--- config.mk ---
export PLATFORM = sky130hd
export DESIGN_NAME = sdram_arbiter_flat
export DESIGN_NICKNAME = d
export VERILOG_FILES = /design/src/rtl/sdram_arbiter_if.sv /design/src/rtl/sdram_arbiter.sv /design/src/flat_wrapper.sv
export SDC_FILE = /design/constraint.sdc
export NUM_CORES = 1
export LEC_CHECK = 0
export ABC_AREA = 1
export CELL_PAD_IN_SITES_DETAIL_PLACEMENT = 1
export CELL_PAD_IN_SITES_GLOBAL_PLACEMENT = 1
export CORE_MARGIN = 2
export CORE_UTILIZATION = 18
export CTS_BUF_LIST = sky130_fd_sc_hd__clkbuf_16
export CTS_CLUSTER_SIZE = 30
export DETAILED_ROUTE_END_ITERATION = 10
export PLACE_DENSITY = 0.86
export SETUP_SLACK_MARGIN = 0.5
export SYNTH_ARGS = -nofsm -noshare
export SYNTH_HDL_FRONTEND = slang
export SYNTH_SLANG_ARGS = --single-unit
--- constraint.sdc ---
create_clock -name sys_clk -period 1.8 [get_ports sys_clk]
set_input_delay 0.54 -clock sys_clk [delete_from_list [all_inputs] [get_ports sys_clk]]
set_output_delay 0.54 -clock sys_clk [all_outputs]
set_load 0.02 [all_outputs]
--- src/rtl/sdram_arbiter_if.sv ---
// Bus bundle between the SDRAM arbiter and its init/refresh/write/read sequencers.
// master = arbiter side (drives grants and SDRAM pins), slave = sequencer side.
interface sdram_arbiter_if #(
  parameter int ADDR_BITS = 12,
  parameter int BA_BITS   = 2
);
  logic                 init_done;
  logic [3:0]           init_cmd;
  logic [ADDR_BITS-1:0] init_addr;

  logic                 aref_req;
  logic                 aref_done;
  logic [3:0]           aref_cmd;
  logic [ADDR_BITS-1:0] aref_addr;

  logic                 wr_req;
  logic                 wr_done_all;
  logic                 wr_go_aref;
  logic [3:0]           wr_cmd;
  logic [ADDR_BITS-1:0] wr_addr;
  logic [BA_BITS-1:0]   wr_ba;

  logic                 rd_req;
  logic                 rd_done_all;
  logic                 rd_go_aref;
  logic [3:0]           rd_cmd;
  logic [ADDR_BITS-1:0] rd_addr;
  logic [BA_BITS-1:0]   rd_ba;

  logic                 aref_en;
  logic                 wr_en;
  logic                 rd_en;
  logic [3:0]           sdram_cmd;
  logic [ADDR_BITS-1:0] sdram_addr;
  logic [BA_BITS-1:0]   sdram_ba;
  logic                 aref_late;
  logic [2:0]           arb_state;

  modport master (
    input  init_done, init_cmd, init_addr,
    input  aref_req, aref_done, aref_cmd, aref_addr,
    input  wr_req, wr_done_all, wr_go_aref, wr_cmd, wr_addr, wr_ba,
    input  rd_req, rd_done_all, rd_go_aref, rd_cmd, rd_addr, rd_ba,
    output aref_en, wr_en, rd_en, sdram_cmd, sdram_addr, sdram_ba, aref_late, arb_state
  );

  modport slave (
    output init_done, init_cmd, init_addr,
    output aref_req, aref_done, aref_cmd, aref_addr,
    output wr_req, wr_done_all, wr_go_aref, wr_cmd, wr_addr, wr_ba,
    output rd_req, rd_done_all, rd_go_aref, rd_cmd, rd_addr, rd_ba,
    input  aref_en, wr_en, rd_en, sdram_cmd, sdram_addr, sdram_ba, aref_late, arb_state
  );
endinterface

--- src/rtl/sdram_arbiter.sv ---
// SDRAM command-bus arbiter: refresh > write > read, one grant per S_ARB pass.
// Define ARB_RR_EN to alternate write/read when both request in the same cycle.
module sdram_arbiter #(
  parameter int ADDR_BITS     = 12,
  parameter int BA_BITS       = 2,
  parameter int AREF_MAX_WAIT = 10,
  parameter int WAIT_BITS     = 4
) (
  input  logic            sys_clk,
  input  logic            sys_rst,
  sdram_arbiter_if.master bus
);

  typedef enum logic [2:0] {
    S_INIT  = 3'd0,
    S_ARB   = 3'd1,
    S_AREF  = 3'd2,
    S_WRITE = 3'd3,
    S_READ  = 3'd4
  } state_t;

  localparam logic [3:0] CMD_NOP = 4'b0111;

  state_t               state_q, state_d;
  logic                 aref_en_q, wr_en_q, rd_en_q;
  logic                 aref_late_q;
  logic [WAIT_BITS-1:0] wait_cnt_q, wait_cnt_d;
  logic                 pick_wr;
  logic [3:0]           cmd_d;
  logic [ADDR_BITS-1:0] addr_d;
  logic [BA_BITS-1:0]   ba_d;

`ifdef ARB_RR_EN
  // 1 = read was served last, so the first write/read tie goes to write.
  logic last_rd_q;

  always_ff @(posedge sys_clk) begin
    if (sys_rst) begin
      last_rd_q <= 1'b1;
    end else if (state_q == S_ARB && state_d == S_WRITE) begin
      last_rd_q <= 1'b0;
    end else if (state_q == S_ARB && state_d == S_READ) begin
      last_rd_q <= 1'b1;
    end
  end

  assign pick_wr = bus.wr_req && (!bus.rd_req || last_rd_q);
`else
  assign pick_wr = bus.wr_req;
`endif

  // NOTE: sequential state uses non-blocking assignments so every flop samples
  // pre-edge values regardless of process evaluation order.
  always_ff @(posedge sys_clk) begin
    if (sys_rst) begin
      state_q <= S_INIT;
    end else begin
      state_q <= state_d;
    end
  end

  // NOTE: state_d gets a default before the case so no path infers a latch.
  always_comb begin
    state_d = state_q;
    case (state_q)
      S_INIT:  if (bus.init_done) state_d = S_ARB;
      S_ARB: begin
        if (bus.aref_req)    state_d = S_AREF;
        else if (pick_wr)    state_d = S_WRITE;
        else if (bus.rd_req) state_d = S_READ;
      end
      S_AREF:  if (bus.aref_done) state_d = S_ARB;
      S_WRITE: if (bus.wr_done_all || bus.wr_go_aref) state_d = S_ARB;
      S_READ:  if (bus.rd_done_all || bus.rd_go_aref) state_d = S_ARB;
      default: state_d = S_ARB;
    endcase
  end

  always_comb begin
    cmd_d  = CMD_NOP;
    addr_d = '0;
    ba_d   = '0;
    case (state_q)
      S_INIT: begin
        cmd_d  = bus.init_cmd;
        addr_d = bus.init_addr;
      end
      S_AREF: begin
        cmd_d  = bus.aref_cmd;
        addr_d = bus.aref_addr;
      end
      S_WRITE: begin
        cmd_d  = bus.wr_cmd;
        addr_d = bus.wr_addr;
        ba_d   = bus.wr_ba;
      end
      S_READ: begin
        cmd_d  = bus.rd_cmd;
        addr_d = bus.rd_addr;
        ba_d   = bus.rd_ba;
      end
      default: ;
    endcase
  end

  // Starvation count: cleared when refresh is granted, saturates otherwise.
  always_comb begin
    wait_cnt_d = wait_cnt_q;
    if (state_q == S_ARB && state_d == S_AREF) begin
      wait_cnt_d = '0;
    end else if (bus.aref_req && state_q != S_AREF && wait_cnt_q != '1) begin
      wait_cnt_d = wait_cnt_q + 1'b1;
    end
  end

  always_ff @(posedge sys_clk) begin
    if (sys_rst) begin
      aref_en_q   <= 1'b0;
      wr_en_q     <= 1'b0;
      rd_en_q     <= 1'b0;
      wait_cnt_q  <= '0;
      aref_late_q <= 1'b0;
    end else begin
      aref_en_q   <= (state_q == S_ARB) && (state_d == S_AREF);
      wr_en_q     <= (state_q == S_ARB) && (state_d == S_WRITE);
      rd_en_q     <= (state_q == S_ARB) && (state_d == S_READ);
      wait_cnt_q  <= wait_cnt_d;
      aref_late_q <= aref_late_q || (wait_cnt_d >= WAIT_BITS'(AREF_MAX_WAIT));
    end
  end

  assign bus.aref_en    = aref_en_q;
  assign bus.wr_en      = wr_en_q;
  assign bus.rd_en      = rd_en_q;
  assign bus.sdram_cmd  = cmd_d;
  assign bus.sdram_addr = addr_d;
  assign bus.sdram_ba   = ba_d;
  assign bus.aref_late  = aref_late_q;
  assign bus.arb_state  = state_q;

endmodule

--- src/flat_wrapper.sv ---
// flat-port wrapper written by rule: the top's interface ports become plain ports
module sdram_arbiter_flat 
#(
  parameter int ADDR_BITS     = 12,
  parameter int BA_BITS       = 2,
  parameter int AREF_MAX_WAIT = 10,
  parameter int WAIT_BITS     = 4
)
  (sys_clk, sys_rst, bus_init_done, bus_init_cmd, bus_init_addr, bus_aref_req, bus_aref_done, bus_aref_cmd, bus_aref_addr, bus_wr_req, bus_wr_done_all, bus_wr_go_aref, bus_wr_cmd, bus_wr_addr, bus_wr_ba, bus_rd_req, bus_rd_done_all, bus_rd_go_aref, bus_rd_cmd, bus_rd_addr, bus_rd_ba, bus_aref_en, bus_wr_en, bus_rd_en, bus_sdram_cmd, bus_sdram_addr, bus_sdram_ba, bus_aref_late, bus_arb_state);
  sdram_arbiter_if #(.ADDR_BITS(ADDR_BITS), .BA_BITS(BA_BITS)) bus_i ();
  input  logic sys_clk;
  input  logic sys_rst;
  input wire logic [$bits(bus_i.init_done)-1:0] bus_init_done;
  input wire logic [$bits(bus_i.init_cmd)-1:0] bus_init_cmd;
  input wire logic [$bits(bus_i.init_addr)-1:0] bus_init_addr;
  input wire logic [$bits(bus_i.aref_req)-1:0] bus_aref_req;
  input wire logic [$bits(bus_i.aref_done)-1:0] bus_aref_done;
  input wire logic [$bits(bus_i.aref_cmd)-1:0] bus_aref_cmd;
  input wire logic [$bits(bus_i.aref_addr)-1:0] bus_aref_addr;
  input wire logic [$bits(bus_i.wr_req)-1:0] bus_wr_req;
  input wire logic [$bits(bus_i.wr_done_all)-1:0] bus_wr_done_all;
  input wire logic [$bits(bus_i.wr_go_aref)-1:0] bus_wr_go_aref;
  input wire logic [$bits(bus_i.wr_cmd)-1:0] bus_wr_cmd;
  input wire logic [$bits(bus_i.wr_addr)-1:0] bus_wr_addr;
  input wire logic [$bits(bus_i.wr_ba)-1:0] bus_wr_ba;
  input wire logic [$bits(bus_i.rd_req)-1:0] bus_rd_req;
  input wire logic [$bits(bus_i.rd_done_all)-1:0] bus_rd_done_all;
  input wire logic [$bits(bus_i.rd_go_aref)-1:0] bus_rd_go_aref;
  input wire logic [$bits(bus_i.rd_cmd)-1:0] bus_rd_cmd;
  input wire logic [$bits(bus_i.rd_addr)-1:0] bus_rd_addr;
  input wire logic [$bits(bus_i.rd_ba)-1:0] bus_rd_ba;
  output wire logic [$bits(bus_i.aref_en)-1:0] bus_aref_en;
  output wire logic [$bits(bus_i.wr_en)-1:0] bus_wr_en;
  output wire logic [$bits(bus_i.rd_en)-1:0] bus_rd_en;
  output wire logic [$bits(bus_i.sdram_cmd)-1:0] bus_sdram_cmd;
  output wire logic [$bits(bus_i.sdram_addr)-1:0] bus_sdram_addr;
  output wire logic [$bits(bus_i.sdram_ba)-1:0] bus_sdram_ba;
  output wire logic [$bits(bus_i.aref_late)-1:0] bus_aref_late;
  output wire logic [$bits(bus_i.arb_state)-1:0] bus_arb_state;
  assign bus_i.init_done = bus_init_done;
  assign bus_i.init_cmd = bus_init_cmd;
  assign bus_i.init_addr = bus_init_addr;
  assign bus_i.aref_req = bus_aref_req;
  assign bus_i.aref_done = bus_aref_done;
  assign bus_i.aref_cmd = bus_aref_cmd;
  assign bus_i.aref_addr = bus_aref_addr;
  assign bus_i.wr_req = bus_wr_req;
  assign bus_i.wr_done_all = bus_wr_done_all;
  assign bus_i.wr_go_aref = bus_wr_go_aref;
  assign bus_i.wr_cmd = bus_wr_cmd;
  assign bus_i.wr_addr = bus_wr_addr;
  assign bus_i.wr_ba = bus_wr_ba;
  assign bus_i.rd_req = bus_rd_req;
  assign bus_i.rd_done_all = bus_rd_done_all;
  assign bus_i.rd_go_aref = bus_rd_go_aref;
  assign bus_i.rd_cmd = bus_rd_cmd;
  assign bus_i.rd_addr = bus_rd_addr;
  assign bus_i.rd_ba = bus_rd_ba;
  assign bus_aref_en = bus_i.aref_en;
  assign bus_wr_en = bus_i.wr_en;
  assign bus_rd_en = bus_i.rd_en;
  assign bus_sdram_cmd = bus_i.sdram_cmd;
  assign bus_sdram_addr = bus_i.sdram_addr;
  assign bus_sdram_ba = bus_i.sdram_ba;
  assign bus_aref_late = bus_i.aref_late;
  assign bus_arb_state = bus_i.arb_state;
  sdram_arbiter #(.ADDR_BITS(ADDR_BITS), .BA_BITS(BA_BITS), .AREF_MAX_WAIT(AREF_MAX_WAIT), .WAIT_BITS(WAIT_BITS)) u_core (.sys_clk(sys_clk), .sys_rst(sys_rst), .bus(bus_i));
endmodule
==> flow_summary.json, run 1 <==
{
  "clock_latency_ns": 0.24,
  "holdCritPathClass": "register to register",
  "postSynthAreaPerCell_um2": 5.94,
  "firstDrtPassIters": 4,
  "port-buffer-count": 103,
  "critPathMostFrequentCell": "buf_6",
  "drcViolationCount": 0,
  "worst_setup_path_start_kind": "register",
  "tightest_slew_ns": 0.356,
  "grt_setup_unrepaired": "yes",
  "status": "finished, violations left",
  "crit_type": "register to output pin",
  "hold_violations": 0,
  "ys_ff_latch": 11,
  "period_share": 1.13,
  "violations": "negative setup slack",
  "power.leakage_uw": 0.00127,
  "layout_common_cells": "63 x clkdlybuf4s50_1, 48 x nand2_1, 32 x buf_6, 23 x buf_4, 20 x nand3_1",
  "cts_buffers": 3,
  "synthMuxAreaShare": 0,
  "end_kind": "output pin",
  "synth_nets": 260,
  "grt_max_degree": 17,
  "fp.dieW_um": 81.0,
  "num_rows": 28,
  "dpl.cell_count": 377,
  "irDropWorstVdd_mv": 0.438,
  "htree_levels": 1,
  "clock_skew_ns": 0.00371,
  "start_util": 0.184,
  "cpPeakStageDelay_ns": 0.37,
  "place.gp.congestion": 0.800,
  "grt_overflow_total": 0,
  "cts.clk_slew.worst_paths_ns": 0.04,
  "yosysSeqAreaShare": 0.206,
  "area_delta_synth_final_pct": 160,
  "fin_crit_ns": 2.03,
  "hold_buffers": 0,
  "vias_per_cell": 4.65,
  "required_ns": 1.26,
  "critPathSlowestCell": "dfxtp_4",
  "die_area_mm2": 0.00657,
  "num_vias": 1822,
  "synth_cell_types": 25,
  "worstPathArrival_ns": 1.49,
  "synth_top_family_by_area": "simple AND/OR/NAND/NOR gates",
  "diodes": 0,
  "path_delay_family": "compound AO/OA/AOI/OAI gates",
  "fill_cells": 724,
  "route.antenna.remaining_nets": 0,
  "fp.coreArea_mm2": 0.00582,
  "p_per_area_mw_per_mm2": 565,
  "synth_xor_area_frac": 0.0246,
  "clkSinkCount": 11,
  "fin_ws_ns": -0.234,
  "antenna_found_initial": 0,
  "post-place-ws_ns": -0.717,
  "grt_pass1_wl_mm": 9.65,
  "root_buffer": "clkbuf_16",
  "crit_fanout": 6,
  "netlist_area_mm2": 0.00107,
  "drive_gt1_frac": 0.382,
  "fmax_mhz": 492,
  "synthArstFlopShare": 0,
  "grt_pass1_vias": 2003,
  "dp.final_hpwl_mm": 4.68,
  "drv_cap": 0,
  "nNetsFinal": 398,
  "yosys_warnings": 0,
  "path_cells": "nand2_4 -> nor2_4 -> buf_6 -> a32o_2 -> a21oi_4 -> nand3_2 -> buf_6",
  "avgRoutedWirePerCell_um": 17.1,
  "synth_adder_area_share": 0.0117,
  "synth_ff_type": "dfxtp_1",
  "track_usage": 0.191,
  "die_h_um": 81.0,
  "synth-compound-area-share": 0.0796,
  "syn_inst": 180,
  "ioPinCount": 104,
  "finalSetupViolations": 18,
  "stdcell_count": 392,
  "path_buf_inv": 2,
  "whs_ns": 0.453,
  "cts_tree": "done",
  "power_uw": 1570,
  "synth_edf_count": 0,
  "maxSlewHeadroom": 0.762,
  "cts_buffer_depth": 2,
  "final_max_slew_viol_count": 0,
  "synth-simple-area-share": 0.570,
  "final_common_cell": "clkdlybuf4s50_1",
  "drtIter0Drc": 27,
  "wirelength_mm": 6.71
}
cells by family after synthesis:
family	count (synthesis)
AO/OA/AOI/OAI	11
XOR/XNOR	3
adder cells (fa/ha/maj)	1
buffers and inverters	26
flip-flops	11
AND/OR/NAND/NOR	128
path summary, 6_finish.rpt:
kind                                              start                   end  slack (ns)  depth (start not counted)
worst max-delay path            u_core.bus.arb_state[0]      bus_sdram_cmd[1]       -0.23                          7
worst min-delay path               u_core.bus.aref_late  u_core.bus.aref_late        0.45                          2
worst max register to register  u_core.bus.arb_state[0]  u_core.bus.aref_late        0.28                          9
worst min register to register     u_core.bus.aref_late  u_core.bus.aref_late        0.45                          2
registers in the layout, summed over array words and instances (netlist names):
signal	cells
u_core.bus.arb_state	3
u_core.bus.aref_en	1
u_core.bus.aref_late	1
u_core.bus.rd_en	1
u_core.bus.wr_en	1
u_core.wait_cnt_q	4
worst min-delay path: stages (launching register included):
cell and delay, ns:
dfxtp_1 0.32, nand2_1 0.06, nand2_1 0.05
power breakdown:
| group | leakage, µW | internal [µW] | switching [µW] |
|---|---|---|---|
| registers | 0.0000919 | 261 | 22.4 |
| logic | 0.00114 | 469 | 412 |
| clock network | 0.0000409 | 294 | 113 |
| total | 0.00127 | 1020 | 547 |
layout make-up:
class,instances,area (µm²),share of cell area
inverters,18,72.6,0.0261
flip-flops and latches,11,231,0.0833
repair buffers,141,1400,0.502
clock inverters,1,5.00,0.00180
clock buffers,3,75.1,0.0270
well taps,75,93.8,0.0338
multi-input cells,143,907,0.326
layer usage:
layer,routed length (µm),GRT usage
met5,0,0
met4,76,0.0525
met3,611,0.0522
met2,3680,0.398
met1,2340,0.176
cell usage after synthesis (2+ instances only):
| library cell | n | area [µm²] |
|---|---|---|
| nor2_4 | 2 | 22.5 |
| nand2_1 | 64 | 240 |
| inv_1 | 16 | 60.1 |
| nand3_1 | 26 | 130 |
| nand2_2 | 3 | 18.8 |
| nand4_1 | 16 | 100 |
| a21oi_1 | 3 | 15.0 |
| nand3_2 | 2 | 20.0 |
| xor2_1 | 2 | 17.5 |
| a32o_1 | 4 | 40.0 |
| nor2_1 | 12 | 45.0 |
| inv_2 | 2 | 7.51 |
| dfxtp_1 | 11 | 220 |
| o21ai_0 | 2 | 10.0 |
| buf_2 | 5 | 25.0 |
through the flow:
step	instance area [µm²]	setup TNS, ns	util
after CTS	2680	-2.40	0.461
after floorplan	1140	0	-
after detailed placement	2420	-10.51	0.416
after global routing	2780	-3.45	0.478
final	2780	-2.71	0.478
after global placement	2420	-10.14	0.416
what timing repair did:
action | CTS | global route
cloned | 0 | 1
setup buffers | 10 | 0
resized for setup | 191 | 21
pin swaps | 20 | 7
endpoints found under the setup margin | 36 | 32
Power figures use the tool's default switching activity.
==> run 2, diff against run 1 <==
--- a/config.mk
+++ b/config.mk
@@ -11,5 +11,4 @@
 export CORE_MARGIN = 2
 export CORE_UTILIZATION = 18
-export CTS_BUF_LIST = sky130_fd_sc_hd__clkbuf_16
 export CTS_CLUSTER_SIZE = 30
 export DETAILED_ROUTE_END_ITERATION = 10
==> constraint.sdc (replaced) <==
create_clock -name sys_clk -period 1.8 [get_ports sys_clk]
set_input_delay 0.54 -clock sys_clk [delete_from_list [all_inputs] [get_ports sys_clk]]
set_output_delay 0.54 -clock sys_clk [all_outputs]
set_load 0.005 [all_outputs]
==> flow_summary.json, run 2 (synthesis gave the netlist of run 1 again) <==
{
  "grt_setup_unrepaired": "yes",
  "multi_input_area_um2": 938,
  "area_delta_synth_final_pct": 167,
  "tightest_slew_ns": 0.342,
  "htree_levels": 1,
  "cts.clk_slew.worst_paths_ns": 0.06,
  "maxSlewHeadroom": 0.771,
  "grt_pass1_wl_mm": 10.3,
  "clock_skew_ns": 0.000939,
  "worst_setup_path_start_kind": "register",
  "root_buffer": "clkbuf_8",
  "hold_depth": 2,
  "p_per_area_mw_per_mm2": 463,
  "vias_per_cell": 4.68,
  "fin_ws_ns": -0.239,
  "crit_fanout": 4,
  "min_from": "u_core.bus.aref_late",
  "port-buffer-count": 103,
  "place.gp.congestion": 0.739,
  "ff2ff_path_depth": 11,
  "hold_violations": 0,
  "grt_max_degree": 13,
  "start_util": 0.184,
  "crit_type": "register to output pin",
  "grt_pass1_vias": 2083,
  "route.antenna.remaining_nets": 0,
  "worstPathArrival_ns": 1.50,
  "grt_overflow_total": 0,
  "nNetsFinal": 415,
  "required_ns": 1.26,
  "firstDrtPassIters": 4,
  "layout_common_cells": "69 x clkdlybuf4s50_1, 43 x nand2_1, 36 x buf_6, 22 x nand2_2",
  "clock_latency_ns": 0.25,
  "finalSetupViolations": 18,
  "final_max_slew_viol_count": 0,
  "num_rows": 28,
  "utilization": 0.491,
  "avgRoutedWirePerCell_um": 16.7,
  "r2r_slack_ns": 0.10,
  "r2r-start": "u_core.bus.arb_state[2]",
  "r2r-end": "u_core.bus.aref_late",
  "wirelength_mm": 6.84,
  "irDropWorstVdd_mv": 0.377,
  "cts_buffers": 3,
  "tns_ns": -2.74,
  "cts_buffer_depth": 2,
  "diodes": 0,
  "power.leakage_uw": 0.00128,
  "ioPinCount": 104,
  "fp.dieW_um": 81.0,
  "violations": "negative setup slack",
  "fmax_mhz": 491,
  "fp.coreArea_mm2": 0.00582,
  "end_kind": "output pin",
  "clkSinkCount": 11,
  "die_h_um": 81.0,
  "holdCritPathClass": "register to register",
  "drtIter0Drc": 52,
  "num_vias": 1913,
  "fill_cells": 719,
  "track_usage": 0.204,
  "final_common_cell": "clkdlybuf4s50_1",
  "dp.final_hpwl_mm": 4.63,
  "whs_endpoint": "u_core.bus.aref_late",
  "antenna_found_initial": 0,
  "drv_cap": 0,
  "fin_crit_ns": 2.04,
  "cts_tree": "done",
  "top_register": "u_core.wait_cnt_q",
  "largest_register_ffs": 4,
  "period_share": 1.13,
  "hold_buffers": 0,
  "drcViolationCount": 0,
  "status": "finished, violations left",
  "regArea_um2": 233,
  "drive_gt1_frac": 0.461,
  "die_area_mm2": 0.00657
}
[run 2: cell count changes in the layout (fill, tap and decap cells not counted), sizes merged]
cell | before | now
buf | 62 | 78
clkbuf | 4 | 6
clkdlybuf4s50 | 63 | 69
clkinv | 1 | 0
dlygate4sd2 | 15 | 9
[run 2: worst max-delay path: stages, from the launching register on]
cell and delay, ns:
dfxtp_4 0.35, buf_6 0.13, buf_6 0.13, a32o_2 0.28
a21oi_2 0.13, nand3_1 0.09, buf_2 0.14
[run 2: how the worst max path moves through the flow]
stage / from / to / cells past startpoint / slack [ns]
3_5_place_dp: bus_rd_cmd[0] / bus_sdram_cmd[0] / 5 / -0.68
5_1_grt: u_core.bus.arb_state[0] / bus_sdram_addr[5] / 8 / -0.29
4_1_cts: u_core.bus.arb_state[2] / bus_sdram_cmd[1] / 6 / -0.20
6_report: u_core.bus.arb_state[2] / bus_sdram_cmd[0] / 6 / -0.24
3_3_place_gp: bus_rd_cmd[0] / bus_sdram_cmd[0] / 5 / -0.71
2_1_floorplan: u_core.bus.arb_state[2] / bus_sdram_cmd[0] / 7 / 0.27
[run 2: per-layer routing]
layer	GRT usage	wire (µm)	vias up
li1	-	-	915
met1	0.202	2410	899
met2	0.402	3600	86
met3	0.0611	698	13
met4	0.0610	137	0
met5	0	0	-
[run 2: layout make-up]
cell class | instances | share of cell area
Timing Repair Buffer | 158 | 0.517
Multi-Input combinational cell | 143 | 0.328
Sequential cell | 11 | 0.0814
Tap cell | 75 | 0.0328
Inverter | 18 | 0.0245
Clock buffer | 4 | 0.0158
[run 2: timing repair]
item | 4_1_cts | 5_1_grt
resized for setup | 172 | 37
setup endpoints to repair | 36 | 34
gates cloned | 1 | 0
pin swaps | 37 | 20
buffers inserted | 24 | 6
[run 2: metrics by stage]
stage | instances | total power [µW] | instance area (µm²) | setup WS, ns | hold slack (ns)
5_1_grt | 409 | 1410 | 2860 | -0.293 | 0.501
4_1_cts | 403 | 1260 | 2730 | -0.199 | 0.460
3_5_place_dp | 374 | 919 | 2340 | -0.684 | 0.470
3_3_place_gp | 374 | 903 | 2340 | -0.706 | 0.445
6_report | 409 | 1320 | 2860 | -0.239 | 0.454
2_1_floorplan | 180 | 504 | 1110 | 0.266 | 0.446
[run 2: where the power goes]
part	internal [µW]	switching (µW)	total [µW]
Sequential	260	19.8	280
Combinational	439	337	776
Clock	157	111	268
==> run 3, diff against run 2 <==
Settings changed: CAP_MARGIN from default to 20.
==> results of run 3 <==
Same layout as run 2: the final DEF is identical, and so are final timing and power.
